**config.mk**
```make
export PLATFORM = sky130hd
export DESIGN_NAME = ps2_key_token_decoder
export DESIGN_NICKNAME = d
export VERILOG_FILES = /design/src/rtl/ps2_key_token_decoder.sv
export SDC_FILE = /design/constraint.sdc
export NUM_CORES = 1
export LEC_CHECK = 0
export ABC_AREA = 1
export CORE_MARGIN = 3
export CORE_UTILIZATION = 35
export CTS_CLUSTER_DIAMETER = 60
export DETAILED_ROUTE_END_ITERATION = 10
export GPL_ROUTABILITY_DRIVEN = 0
export PLACE_DENSITY = 0.58
export SLEW_MARGIN = 20
export SYNTH_ARGS = -nofsm -noshare
export SYNTH_HDL_FRONTEND = slang
export SYNTH_SLANG_ARGS = --single-unit
```
**constraint.sdc**
```tcl
create_clock -name CLK_25M -period 2.3 [get_ports CLK_25M]
set_input_delay 0.46 -clock CLK_25M [delete_from_list [all_inputs] [get_ports CLK_25M]]
set_output_delay 0.46 -clock CLK_25M [all_outputs]
set_load 0.05 [all_outputs]
```
**src/rtl/ps2_key_token_decoder.sv**
```systemverilog
// PS/2 scan-code parser, calculator key mapper with repeat suppression, and
// token FIFO. The decode result is registered once before it reaches the FIFO.
module ps2_key_token_decoder #(
  parameter int DEPTH = 8
) (
  input  logic       CLK_25M,
  input  logic       Reset_n,
  input  logic [7:0] Scan_Code,
  input  logic       Scan_Valid,
  input  logic       Token_Ready,
  input  logic       Clear_Overflow,
  output logic       Token_Valid,
  output logic [2:0] Token_Kind,
  output logic [3:0] Token_Value,
  output logic       Overflow
);

  localparam int AW = $clog2(DEPTH);
  localparam logic [AW:0] PTR_ONE = {{AW{1'b0}}, 1'b1};

  localparam logic [2:0] K_DIG = 3'd0, K_ADD = 3'd1, K_SUB = 3'd2, K_MUL = 3'd3,
                         K_ENT = 3'd4, K_BS  = 3'd5, K_CLR = 3'd6;

  typedef enum logic [2:0] {IDLE, EXT, BRK, EXT_BRK, SKIP} state_e;

  state_e      state_q, state_d;
  logic [2:0]  cnt_q, cnt_d;

  logic        mk, brk, ext;
  logic [7:0]  map_r;

  logic        ev_make_q, ev_brk_q;
  logic [8:0]  ev_key_q;
  logic [6:0]  ev_tok_q;

  logic [8:0]  held_q, held_d;
  logic        held_vld_q, held_vld_d;
  logic        held_hit, tok_push;

  logic [6:0]  mem [DEPTH];
  logic [AW:0] wr_ptr_q, rd_ptr_q;
  logic        empty, full, push, pop;
  logic        ovf_q, ovf_d;

  // Returns {hit, kind[2:0], value[3:0]}.
  function automatic logic [7:0] map_code(input logic e, input logic [7:0] c);
    logic [7:0] r;
    r = 8'h00;
    if (e) begin
      if (c == 8'h5A) r = {1'b1, K_ENT, 4'h0};
    end else begin
      case (c)
        8'h45: r = {1'b1, K_DIG, 4'h0};
        8'h16: r = {1'b1, K_DIG, 4'h1};
        8'h1E: r = {1'b1, K_DIG, 4'h2};
        8'h26: r = {1'b1, K_DIG, 4'h3};
        8'h25: r = {1'b1, K_DIG, 4'h4};
        8'h2E: r = {1'b1, K_DIG, 4'h5};
        8'h36: r = {1'b1, K_DIG, 4'h6};
        8'h3D: r = {1'b1, K_DIG, 4'h7};
        8'h3E: r = {1'b1, K_DIG, 4'h8};
        8'h46: r = {1'b1, K_DIG, 4'h9};
        8'h1C: r = {1'b1, K_DIG, 4'hA};
        8'h32: r = {1'b1, K_DIG, 4'hB};
        8'h21: r = {1'b1, K_DIG, 4'hC};
        8'h23: r = {1'b1, K_DIG, 4'hD};
        8'h24: r = {1'b1, K_DIG, 4'hE};
        8'h2B: r = {1'b1, K_DIG, 4'hF};
        8'h55, 8'h79: r = {1'b1, K_ADD, 4'h0};
        8'h4E, 8'h7B: r = {1'b1, K_SUB, 4'h0};
        8'h7C: r = {1'b1, K_MUL, 4'h0};
        8'h5A: r = {1'b1, K_ENT, 4'h0};
        8'h66: r = {1'b1, K_BS,  4'h0};
        8'h76: r = {1'b1, K_CLR, 4'h0};
        default: r = 8'h00;
      endcase
    end
    return r;
  endfunction

  always_ff @(posedge CLK_25M or negedge Reset_n) begin
    if (!Reset_n) begin
      state_q <= IDLE;
      cnt_q   <= '0;
    end else begin
      state_q <= state_d;
      cnt_q   <= cnt_d;
    end
  end

  always_comb begin
    state_d = state_q;
    cnt_d   = cnt_q;
    mk      = 1'b0;
    brk     = 1'b0;
    ext     = 1'b0;
    if (Scan_Valid) begin
      case (state_q)
        IDLE: begin
          case (Scan_Code)
            8'hE0: state_d = EXT;
            8'hF0: state_d = BRK;
            8'hE1: begin
              state_d = SKIP;
              cnt_d   = 3'd7;
            end
            8'hAA, 8'hFA, 8'hEE, 8'hFE, 8'h00, 8'hFF: ;
            default: mk = 1'b1;
          endcase
        end
        EXT: begin
          if (Scan_Code == 8'hF0) begin
            state_d = EXT_BRK;
          end else begin
            mk      = 1'b1;
            ext     = 1'b1;
            state_d = IDLE;
          end
        end
        BRK: begin
          brk     = 1'b1;
          state_d = IDLE;
        end
        EXT_BRK: begin
          brk     = 1'b1;
          ext     = 1'b1;
          state_d = IDLE;
        end
        SKIP: begin
          // Pause is E1 plus seven more bytes; leave on the seventh.
          if (cnt_q <= 3'd1) begin
            cnt_d   = '0;
            state_d = IDLE;
          end else begin
            cnt_d = cnt_q - 3'd1;
          end
        end
        default: state_d = IDLE;
      endcase
    end
  end

  assign map_r = map_code(ext, Scan_Code);

  // Unmapped makes never reach the held register, so only mapped ones register.
  always_ff @(posedge CLK_25M or negedge Reset_n) begin
    if (!Reset_n) begin
      ev_make_q <= 1'b0;
      ev_brk_q  <= 1'b0;
      ev_key_q  <= '0;
      ev_tok_q  <= '0;
    end else begin
      ev_make_q <= mk & map_r[7];
      ev_brk_q  <= brk;
      ev_key_q  <= {ext, Scan_Code};
      ev_tok_q  <= map_r[6:0];
    end
  end

  assign held_hit = held_vld_q && (held_q == ev_key_q);
  assign tok_push = ev_make_q && !held_hit;

  always_comb begin
    held_d     = held_q;
    held_vld_d = held_vld_q;
    if (tok_push) begin
      held_d     = ev_key_q;
      held_vld_d = 1'b1;
    end else if (ev_brk_q && held_hit) begin
      held_vld_d = 1'b0;
    end
  end

  always_ff @(posedge CLK_25M or negedge Reset_n) begin
    if (!Reset_n) begin
      held_q     <= '0;
      held_vld_q <= 1'b0;
    end else begin
      held_q     <= held_d;
      held_vld_q <= held_vld_d;
    end
  end

  assign empty = (wr_ptr_q == rd_ptr_q);
  assign full  = (wr_ptr_q[AW] != rd_ptr_q[AW]) &&
                 (wr_ptr_q[AW-1:0] == rd_ptr_q[AW-1:0]);
  assign pop   = !empty && Token_Ready;
  assign push  = tok_push && (!full || pop);

  always_ff @(posedge CLK_25M) begin
    if (push) mem[wr_ptr_q[AW-1:0]] <= ev_tok_q;
  end

  always_ff @(posedge CLK_25M or negedge Reset_n) begin
    if (!Reset_n) begin
      wr_ptr_q <= '0;
      rd_ptr_q <= '0;
    end else begin
      if (push) wr_ptr_q <= wr_ptr_q + PTR_ONE;
      if (pop)  rd_ptr_q <= rd_ptr_q + PTR_ONE;
    end
  end

  always_comb begin
    ovf_d = ovf_q;
    if (Clear_Overflow) ovf_d = 1'b0;
    if (tok_push && full && !pop) ovf_d = 1'b1;
  end

  always_ff @(posedge CLK_25M or negedge Reset_n) begin
    if (!Reset_n) ovf_q <= 1'b0;
    else          ovf_q <= ovf_d;
  end

  // Head is masked when empty so outputs read zero out of reset.
  assign Token_Valid = !empty;
  assign Token_Kind  = empty ? 3'd0 : mem[rd_ptr_q[AW-1:0]][6:4];
  assign Token_Value = empty ? 4'd0 : mem[rd_ptr_q[AW-1:0]][3:0];
  assign Overflow    = ovf_q;

endmodule

```
==> reports/results.tsv <==
stage	metric	value	unit
synthesis	avgSynthCellArea	9.430	sq um
hold_path	hold_path_class	in2async	
placement	io_buffers	21	
global_routing	grt_pass1_wl	16350	microns
final_layout	syn_to_final_growth	22.59	%
worst_setup_path	reg2reg_depth	7	
synthesis	synth_warnings	0	
synthesis	synth_flop_cell	edfxtp_1	
clock_network	cts.sinks	99	
final_layout	layout_commonest_cell	nor2_1	
final_layout	fill_cells	1251	
placement	placed_cell_area	5248	sq um
global_routing	antenna_found_initial	0	
die	ios	22	
placement	placedCellCount	693	
drt	via_count	3543	
timing	min_period	2217	ps
synthesis	synth_area	4658	sq um
die	fp.coreArea	12820	sq um
timing	setup_viol	0	
clock_network	htree_levels	3	
synthesis	synth_fp_nets	511	
synthesis	ys_async_sr_fraction	43.43	%
worst_setup_path	arrival	1760	ps
final_layout	nNetsFinal	553	
drt	detail_route.first_pass.iterations	5	
die	die_h	121.4	microns
final_layout	diodes	0	
synthesis	ys_seq_area_share	59.20	%
drt	avgRoutedWirePerCell	14.23	microns
timing	clock_skew	8.845	ps
global_routing	first_global_vias	3376	
worst_setup_path	reg2reg_to	mem[4][2]	
clock_network	clock-root-buffer	clkbuf_16	
final_layout	final_area	5710	sq um
placement	dpl.hpwl	6975	microns
clock_network	clk-insertion-delay-late	340	ps
die	die_area	14730	sq um
die	die_x	121.4	microns
clock_network	ctsLongestPathBuffers	2	
drt	via_per_inst	4.969	
power_and_ir_drop	peakVddDrop	0.0004941	V
worst_setup_path	cp_max_fo	5	
timing	whs	189.4	ps
global_routing	grt.overflow.total	0	
power_and_ir_drop	p_per_area	1210	nW/um^2
clock_network	hold_buffers	0	
final_layout	drive_gt1_share	17.74	%
clock_network	cts_tree	yes	
worst_setup_path	critPathRequiredTime	1840	ps
final_layout	final_cells	713	
timing	tightest_slew	549.8	ps
timing	fin_crit_sh	96.41	%
die	initial_core_util	36.32	%
worst_setup_path	worstSetupPathType	reg2out	
synthesis	synth_cell_type_count	35	
timing	hold_viol	0	
final_layout	regArea	2760	sq um
worst_setup_path	reg2reg_slack	410	ps
drt	drtIter0Drc	242	
drt	routed_wl	10150	microns
synthesis	ys_ff_latch	99	
final_layout	multi_input_area	1750	sq um
clock_network	numCtsBuffers	9	
clock_network	path_clk_slew	70	ps
run_status	status	completed	
final_layout	final_cell_mix	nor2_1 (101), nand2_1 (90), edfxtp_1 (56)	
drt	ant_nets	0	
global_routing	grt.total_usage	14.14	%
worst_setup_path	r2r_start	ev_key_q[5]	
timing	max-slew-margin-rel	63.34	%
drt	route.detailed.drc	0	
power_and_ir_drop	p_leak	2.372	nW
job	maxCapViolations	0	
worst_setup_path	cp-end-kind	output pin	
global_routing	grt_max_degree	44	
synthesis	syn_inst	494	
timing	fmax	0.4510	GHz
die	rows	41	
timing	maxSlewViolCount	0	
worst_setup_path	cp-start-kind	register	
synthesis	synth_enable_flop_cells	56	
logic make-up after synthesis:
family	count (synthesis)	synth area share (%)
buffers and inverters	57	5.184
and+or+nand+nor	250	22.78
adders and majority gates	4	1.074
xor gates and xnor gates	12	2.256
AOI/OAI and AO/OA	72	9.509
DFF	99	59.20
critical path, cell delays in order, from the launching register on:
cell      delay [ps]
dfrtp_2          460
clkinv_4         110
buf_12           120
nor2_1            40
o32ai_2          260
o21ai_2          100
nor2_2           160
buf_12           150
routing by layer:
metal  GRT usage [%]  wire length [microns]
met1           18.51                   4675
met3           2.657                    325
met4           5.952                    201
met5               0                      0
met2           23.01                   4947
cells in the mapped netlist (all sizes together) (4+ instances only):
cell type	instances	area, sq um
a21oi	8	40.04
buf	11	66.31
clkbuf	6	22.52
dfrtp	43	1076
edfxtp	56	1682
ha	4	50.05
inv	40	152.7
nand2	96	380.4
nand3	22	120.1
nand4	9	56.30
nor2	113	439.2
nor3	8	51.30
o21ai	43	222.7
o32ai	14	122.6
xnor2	5	43.79
xor2	7	61.31
metrics by stage:
stage / setup TNS (ps) / setup slack, ps / total power [mW] / util (%)
after floorplan: 0 / 145.1 / 4.073 / -
after global placement: 0 / 171.4 / 5.123 / 40.92
after detailed placement: 0 / 179.1 / 5.169 / 40.92
after CTS: 0 / 0.2488 / 6.657 / 43.30
after global routing: -11.02 / -9.986 / 7.330 / 44.53
final: 0 / 82.54 / 6.908 / 44.53
state kept, by name, indices dropped and copies added, names as in the netlist, 3 cells and up:
signal    cells
cnt_q         3
ev_key_q      9
ev_tok_q      7
held_q        9
mem          56
rd_ptr_q      4
state_q       3
wr_ptr_q      4
worst max-delay path by stage:
stage                                to  slack (ps)         start  cells past startpoint
after floorplan           Token_Kind[0]         150   wr_ptr_q[0]                      7
after global routing      Token_Kind[2]         -10   rd_ptr_q[1]                      6
after global placement      ev_tok_q[0]         170  Scan_Code[3]                     10
after CTS                 Token_Kind[2]         0.2   rd_ptr_q[1]                      6
final                     Token_Kind[1]          80   rd_ptr_q[0]                      7
after detailed placement      ev_make_q         180  Scan_Code[3]                     11
power breakdown:
part / total [mW] / switching, mW / internal (mW)
Clock: 1.41 / 0.645 / 0.769
Combinational: 3.22 / 1.82 / 1.40
Sequential: 2.28 / 0.192 / 2.09
area by class of cell:
type,instances,area share (%)
well taps,172,3.769
clock inverters,5,0.6354
clock buffers,11,4.251
multi-input cells,338,30.65
flip-flops and latches,99,48.33
repair buffers,48,9.553
inverters,40,2.805
what timing repair did:
action                     4_1_cts  5_1_grt
setup buffers                    0        2
cloned                           0        2
pin swaps                        1        8
gates resized for setup          8       26
setup endpoints to repair        7        7
Power figures use the tool's default switching activity.
